`config.mk`:
```
export PLATFORM = sky130hd
export DESIGN_NAME = mlaccel_qpi_resp
export DESIGN_NICKNAME = d
export VERILOG_FILES = /design/src/rtl/mlaccel_qpi_resp.sv
export SDC_FILE = /design/constraint.sdc
export NUM_CORES = 1
export LEC_CHECK = 0
export ABC_AREA = 0
export CAP_MARGIN = 10
export CORE_MARGIN = 2
export CORE_UTILIZATION = 45
export CTS_CLUSTER_DIAMETER = 150
export DETAILED_ROUTE_END_ITERATION = 8
export DONT_BUFFER_PORTS = 1
export GPL_TIMING_DRIVEN = 1
export HOLD_SLACK_MARGIN = 0.02
export RECOVER_POWER = 50
export SLEW_MARGIN = 20
export SYNTH_ARGS = -nofsm -noshare
export SYNTH_HDL_FRONTEND = slang
export SYNTH_SLANG_ARGS = --single-unit
```
`constraint.sdc`:
```
create_clock -name clock -period 2.01 [get_ports clock]
set_input_delay 0.402 -clock clock [delete_from_list [all_inputs] [get_ports clock]]
set_output_delay 0.402 -clock clock [all_outputs]
set_load 0.02 [all_outputs]
```
`src/rtl/mlaccel_qpi_resp.sv`:
```
// mlaccel_qpi_resp: device-side QPI responder that oversamples host pins and moves bytes to/from the core.
// Define QPI_RXFIFO_EN for a 4-entry rx FIFO instead of the single holding register. DUMMY_SLOTS must be >= 1.
module mlaccel_qpi_resp #(
  parameter int SYNC_STAGES = 2,
  parameter int DUMMY_SLOTS = 1
) (
  input  logic       clock,
  input  logic       resetn,
  input  logic       qpi_csb,
  input  logic       qpi_clk,
  input  logic [3:0] qpi_di,
  output logic [3:0] qpi_do,
  output logic       qpi_oe,
  output logic       qpi_rdy,
  output logic       qpi_err,
  output logic       rx_valid,
  input  logic       rx_ready,
  output logic [7:0] rx_data,
  output logic       rx_first,
  output logic       xfer_end,
  input  logic       tx_start,
  input  logic       tx_valid,
  output logic       tx_ready,
  input  logic [7:0] tx_data,
  output logic [1:0] dbg_state
);
  // Handshakes: a byte moves on any clock edge where valid && ready are both high.
  // rx_valid holds until accepted; tx_ready is a single-cycle strobe at slot start.
  typedef enum logic [1:0] {IDLE = 2'd0, RX = 2'd1, TURN = 2'd2, TX = 2'd3} state_t;

  localparam logic [5:0] PINS_IDLE = 6'b110000;
  localparam logic [7:0] LAST_SLOT = 8'(DUMMY_SLOTS - 1);

  state_t     state, state_n;
  logic [5:0] sync_q [SYNC_STAGES];
  logic [5:0] pins, pins_d;
  logic       csb_fall, csb_rise, clk_rise, clk_fall, byte_done;
  logic       have_hi, first_flag;
  logic [3:0] hi_nib, tx_lo;
  logic [7:0] rx_byte, slot_cnt;
  logic       slot_start, drive_lo, push_req, clr_err, set_first, slot_clr, slot_inc, go_idle;
  logic       rx_full, rx_pop, rx_accept, rx_ovf;

  // Pin vector {csb, clk, di} is synchronised as one word so edges and data stay aligned.
  always_ff @(posedge clock or negedge resetn) begin
    if (!resetn) begin
      for (int i = 0; i < SYNC_STAGES; i++) sync_q[i] <= PINS_IDLE;
      pins_d <= PINS_IDLE;
    end else begin
      sync_q[0] <= {qpi_csb, qpi_clk, qpi_di};
      for (int i = 1; i < SYNC_STAGES; i++) sync_q[i] <= sync_q[i-1];
      pins_d <= pins;
    end
  end

  assign pins      = sync_q[SYNC_STAGES-1];
  assign csb_fall  = pins_d[5] & ~pins[5];
  assign csb_rise  = ~pins_d[5] & pins[5];
  assign clk_rise  = ~pins_d[4] & pins[4];
  assign clk_fall  = pins_d[4] & ~pins[4];
  assign byte_done = clk_fall & have_hi;
  // pins_d carries the io value that was present while clk held its previous level.
  assign rx_byte   = {hi_nib, pins_d[3:0]};

  always_ff @(posedge clock or negedge resetn) begin
    if (!resetn) state <= IDLE;
    else         state <= state_n;
  end

  always_comb begin
    state_n    = state;
    slot_start = 1'b0;
    drive_lo   = 1'b0;
    push_req   = 1'b0;
    clr_err    = 1'b0;
    set_first  = 1'b0;
    slot_clr   = 1'b0;
    slot_inc   = 1'b0;
    go_idle    = 1'b0;
    case (state)
      IDLE: if (csb_fall) begin
        state_n   = RX;
        clr_err   = 1'b1;
        set_first = 1'b1;
      end
      RX: begin
        push_req = byte_done;
        if (tx_start) begin
          state_n  = TURN;
          slot_clr = 1'b1;
        end
      end
      TURN: if (byte_done) begin
        // The fall that closes the last dummy slot also opens the first tx slot.
        if (slot_cnt == LAST_SLOT) begin
          state_n    = TX;
          slot_start = 1'b1;
        end else begin
          slot_inc = 1'b1;
        end
      end
      TX: begin
        slot_start = clk_fall;
        drive_lo   = clk_rise;
      end
      default: state_n = IDLE;
    endcase
    if (csb_rise) begin
      state_n    = IDLE;
      go_idle    = 1'b1;
      slot_start = 1'b0;
      drive_lo   = 1'b0;
      push_req   = 1'b0;
    end
  end

  always_ff @(posedge clock or negedge resetn) begin
    if (!resetn) begin
      have_hi    <= 1'b0;
      hi_nib     <= '0;
      first_flag <= 1'b0;
      slot_cnt   <= '0;
      tx_lo      <= '0;
      qpi_do     <= '0;
      qpi_oe     <= 1'b0;
      qpi_err    <= 1'b0;
      xfer_end   <= 1'b0;
    end else begin
      xfer_end <= csb_rise;
      if (state == IDLE || go_idle || clk_fall) begin
        have_hi <= 1'b0;
      end else if (clk_rise) begin
        have_hi <= 1'b1;
        hi_nib  <= pins_d[3:0];
      end
      if (set_first)     first_flag <= 1'b1;
      else if (push_req) first_flag <= 1'b0;
      if (clr_err)                                  qpi_err <= 1'b0;
      else if (rx_ovf || (slot_start && !tx_valid)) qpi_err <= 1'b1;
      if (slot_clr)      slot_cnt <= '0;
      else if (slot_inc) slot_cnt <= slot_cnt + 8'd1;
      if (go_idle) begin
        qpi_oe <= 1'b0;
        qpi_do <= '0;
      end else if (slot_start) begin
        // Underrun fills the slot with all ones.
        qpi_oe <= 1'b1;
        qpi_do <= tx_valid ? tx_data[7:4] : 4'hF;
        tx_lo  <= tx_valid ? tx_data[3:0] : 4'hF;
      end else if (drive_lo) begin
        qpi_do <= tx_lo;
      end
    end
  end

  assign tx_ready  = slot_start & tx_valid;
  assign qpi_rdy   = (state == IDLE) && !rx_valid;
  assign dbg_state = state;

  assign rx_pop    = rx_valid & rx_ready;
  assign rx_accept = push_req & (~rx_full | rx_pop);
  assign rx_ovf    = push_req & ~rx_accept;

`ifdef QPI_RXFIFO_EN
  logic [8:0] fifo_mem [4];
  logic [1:0] wr_ptr, rd_ptr;
  logic [2:0] fifo_cnt;

  always_ff @(posedge clock or negedge resetn) begin
    if (!resetn) begin
      for (int i = 0; i < 4; i++) fifo_mem[i] <= '0;
      wr_ptr   <= '0;
      rd_ptr   <= '0;
      fifo_cnt <= '0;
    end else begin
      if (rx_accept) begin
        fifo_mem[wr_ptr] <= {first_flag, rx_byte};
        wr_ptr           <= wr_ptr + 2'd1;
      end
      if (rx_pop) rd_ptr <= rd_ptr + 2'd1;
      fifo_cnt <= fifo_cnt + 3'(rx_accept) - 3'(rx_pop);
    end
  end

  assign rx_full             = (fifo_cnt == 3'd4);
  assign rx_valid            = (fifo_cnt != 3'd0);
  assign {rx_first, rx_data} = fifo_mem[rd_ptr];
`else
  always_ff @(posedge clock or negedge resetn) begin
    if (!resetn) begin
      rx_valid <= 1'b0;
      rx_data  <= '0;
      rx_first <= 1'b0;
    end else if (rx_accept) begin
      rx_valid <= 1'b1;
      rx_data  <= rx_byte;
      rx_first <= first_flag;
    end else if (rx_pop) begin
      rx_valid <= 1'b0;
    end
  end

  assign rx_full = rx_valid;
`endif

endmodule

```
==> metrics.md <==
| Metric | Value |
|---|---|
| First-pass GRT wire length | between 7 and 8 mm |
| Clk root buf | clkbuf_8 |
| Post-synthesis register bit count | 55 |
| Worst Setup EP | tx_ready |
| Tmin final | around 2.2 ns |
| Net count, final | 240 |
| Core area | slightly below 0.005 mm^2 |
| Clk sinks | 55 |
| Max incr delay on CP | 0.56 ns |
| Final hold slack | roughly 0.084 ns |
| Synth cell types | 45 |
| Pre-CTS WS | -0.0825 ns |
| Die X | 75.2 um |
| Fill count | 420 |
| Initial core utilization | 0.474 |
| Critical Path RT | about 1.6 ns |
| GRT Util Overall | 0.166 |
| Failing checks | setup timing |
| Largest net degree at the start of global routing | 56 |
| GPL Wtd Cong | about 0.88 |
| Die Area | between 0.005 and 0.006 mm^2 |
| Worst Path Max Fanout | 4 |
| Skew final | 0.00945 ns |
| R2R cell count | 7 |
| Post-Syn Area per Cell | 12.5 um^2 |
| ANT cells | 0 |
| Tot Pwr | about 3.1 mW |
| Sw Ratio | 0.344 |
| Final Non-Filler Cells | between 200 and 300 |
| Boundary Pins | 40 |
| Reg-to-Reg Start | slot_cnt[0] |
| LEAKAGE | 1.26 nW |
| Share of post-route cells with drive strength above 1 | 0.296 |
| Worst skew pair latency | about 0.30 ns |
| Logic pwr share | 0.251 |
| Syn Inst Count | approximately 180 |
| Syn nets | 210 |
| Via count | around 1500 |
| Hold Crit Start | qpi_clk |
| Worst r2r dst | dbg_state[0] |
| CTS tree | built |
| Final setup viols | 6 |
| CTS max path bufs | 2 |
| Critical Path Start Type | flip-flop |
| Area Growth Syn to Fin | 18.4% |
| Number of port buffers | 0 |
| Antenna violations before repair | 0 |
| CP top delay family | simple AND/OR/NAND/NOR gates |
| R2R Setup Slk | -0.12 ns |
| Worst Hold Class | in -> reg |
| Final Util | 0.561 |
| Synth Cell Area | 0.00228 mm^2 |
| Worst Setup Slack, final | -0.192 ns |
| Number of H-tree levels | 2 |
| VDD IR max | approximately 0.62 mV |
| Clk pwr share | 0.205 |
| Seq. cell area | between 0.001 and 0.0015 mm^2 |
| Status | complete, but fails checks |
| Wirelength per Cell | between 15 and 20 um |
| Post-route ant nets | 0 |
| WP buf/inv | 0 |
| Cts bufs inserted | 5 |
| Ys async rst share | 1.00 |
| Die Ht | 75.2 um |
| Gr ovfl total | 0 |
| Unrepaired setup endpoints after global routing | true |
| Final Cycle Share | 1.10 |
| Worst slew margin | 0.145 |
| Hpwl dp | 3.06 mm |
| Net Switching | 1.08 mW |
| Hold Violations, Final | 0 |
| Max-slew violation count | 0 |
| YS warnings | 0 |
| Placed cell count | between 200 and 300 |
| DRC viols | 0 |
| Sequential Power Share | 0.544 |
| Synth Flop Type | dfrtp_1 |
| Setup CP Type | reg -> out |
| Power Dens Cells | approximately 1200 mW/mm^2 |
| Initial drt markers | 86 |
| Post-synthesis sequential area ratio | 0.606 |
| DRT Pass-1 Iters | 4 |
| Data arrival, critical path | 1.80 ns |
| Crit path launch | slot_cnt[5] |
| Max Clk Rate | between 400 and 500 MHz |
| Crit path cell chain | or4_4, o31a_1, nor2_4 |
| Worst path depth | 3 |
| Worst Max-Slew Pin Slew | 1.28 ns |
| Maxcap violations | 0 |
| Highest-delay cell along the critical path | or4_4 |
| Rows | 25 |
| CP endpoint kind | output port |
| Multi-input logic area | around 860 um^2 |
| EDFF count, synth | 0 |
| Pint | 2.06 mW |
| Vias per inst | 5.25 |
| Vias in the first global route | 1477 |
| Clock-pin slew on the worst setup and hold paths | about 0.10 ns |
| Post-Route WL | ~4.2 mm |
worst register-to-register path: cells and delay by family, from the launching register on:
kind	cells	cell delay, ns
compound gates	2	0.59
flops	1	0.38
simple gates	1	0.38
mux	1	0.31
buf+inv	2	0.22
fa+ha+maj	1	0.14
power by group through the flow:
stage	logic, mW	registers, mW	clock network [mW]
global placement	0.685	1.73	0
global route	0.882	1.75	0.712
finish	0.789	1.71	0.646
detailed placement	0.726	1.74	0
CTS	0.792	1.72	0.671
floorplan	0.491	1.72	0
how the worst min path moves through the flow:
stage	endpoint	slack, ns	cells past startpoint
after floorplan	dbg_state[0]	0.11	0
after global placement	rx_data[6]	0.11	0
after detailed placement	rx_first	0.11	0
after CTS	sync_q[10]	0.07	0
after global routing	sync_q[10]	0.06	0
final	sync_q[10]	0.08	0
state kept, by name, indices dropped and copies added (netlist names):
| register | cells |
|---|---|
| rx_valid | 1 |
| have_hi | 1 |
| tx_lo | 4 |
| sync_q | 6 |
| qpi_err | 1 |
| qpi_oe | 1 |
| qpi_do | 4 |
| hi_nib | 4 |
| rx_first | 1 |
| xfer_end | 1 |
| slot_cnt | 8 |
| pins | 6 |
| rx_data | 8 |
| first_flag | 1 |
| pins_d | 6 |
| dbg_state | 2 |
cell families after synthesis:
| family | synth area share |
|---|---|
| compound gates | 0.0828 |
| xor+xnor | 0.0269 |
| fa+ha+maj | 0.0537 |
| buf+inv | 0.0345 |
| flops | 0.606 |
| mux | 0.0779 |
| simple gates | 0.118 |
per-layer routing:
metal  wire length [um]  part of all wire  global-route usage  vias up
li1                   -                 -                   -      693
met1               1940              0.46               0.218      726
met2               1970              0.47               0.267       44
met3                277             0.065              0.0522        7
met4                 50             0.012              0.0507        0
met5                  0                 0                   0        -
final cells by class:
type                       count  share of cell area
timing repair buffer          27              0.0796
clock buffer                   6              0.0306
clock inverter                 2             0.00648
multi-input combinational    108               0.319
sequential                    55               0.512
inverter                      15              0.0208
tap                           67              0.0310
placed cells by master, fill, tap and decap left out, types with 3 or more instances in the layout:
master	instances
xor2_1	5
mux2_2	13
nand2_1	10
dfstp_2	4
buf_4	24
inv_1	14
nand4_1	3
dfrtp_1	49
a22o_1	4
nor2_1	11
a21oi_1	4
ha_1	9
clkbuf_8	6
o21ai_0	4
a31oi_1	4
or3_1	3
Yosys cell counts (2+ instances only):
master / number / share of area
nand2_1: 10 / 0.016
and3_1: 2 / 0.0055
or3_1: 4 / 0.011
xnor2_1: 2 / 0.0077
a31oi_1: 4 / 0.011
o31a_1: 2 / 0.0077
o21ai_0: 5 / 0.011
xor2_1: 5 / 0.019
clkbuf_1: 2 / 0.0033
dfstp_2: 6 / 0.069
dfrtp_1: 49 / 0.54
inv_1: 15 / 0.025
nor2_1: 13 / 0.021
ha_1: 9 / 0.049
nand4_1: 3 / 0.0082
mux2_2: 13 / 0.064
nor3_1: 2 / 0.0044
a21oi_1: 4 / 0.0088
nand3b_1: 2 / 0.0066
mux2i_1: 2 / 0.0088
a22o_1: 4 / 0.015
stage by stage:
| step | setup TNS (ns) | area [um^2] |
|---|---|---|
| 2_1_floorplan | -0.00657 | 2290 |
| 3_3_place_gp | -0.0199 | 2530 |
| 3_5_place_dp | -0.0886 | 2530 |
| 4_1_cts | -0.785 | 2690 |
| 5_1_grt | -1.58 | 2700 |
| 6_report | -0.696 | 2700 |
what timing repair did:
item / CTS / global route
endpoints found under the setup margin: 3 / 22
hold buffers: 2 / 0
resized for setup: 3 / 8
hold endpoints to repair: 55 / 0
pin swaps: 3 / 3
buffers inserted: 2 / 1
Power figures use the tool's default switching activity.
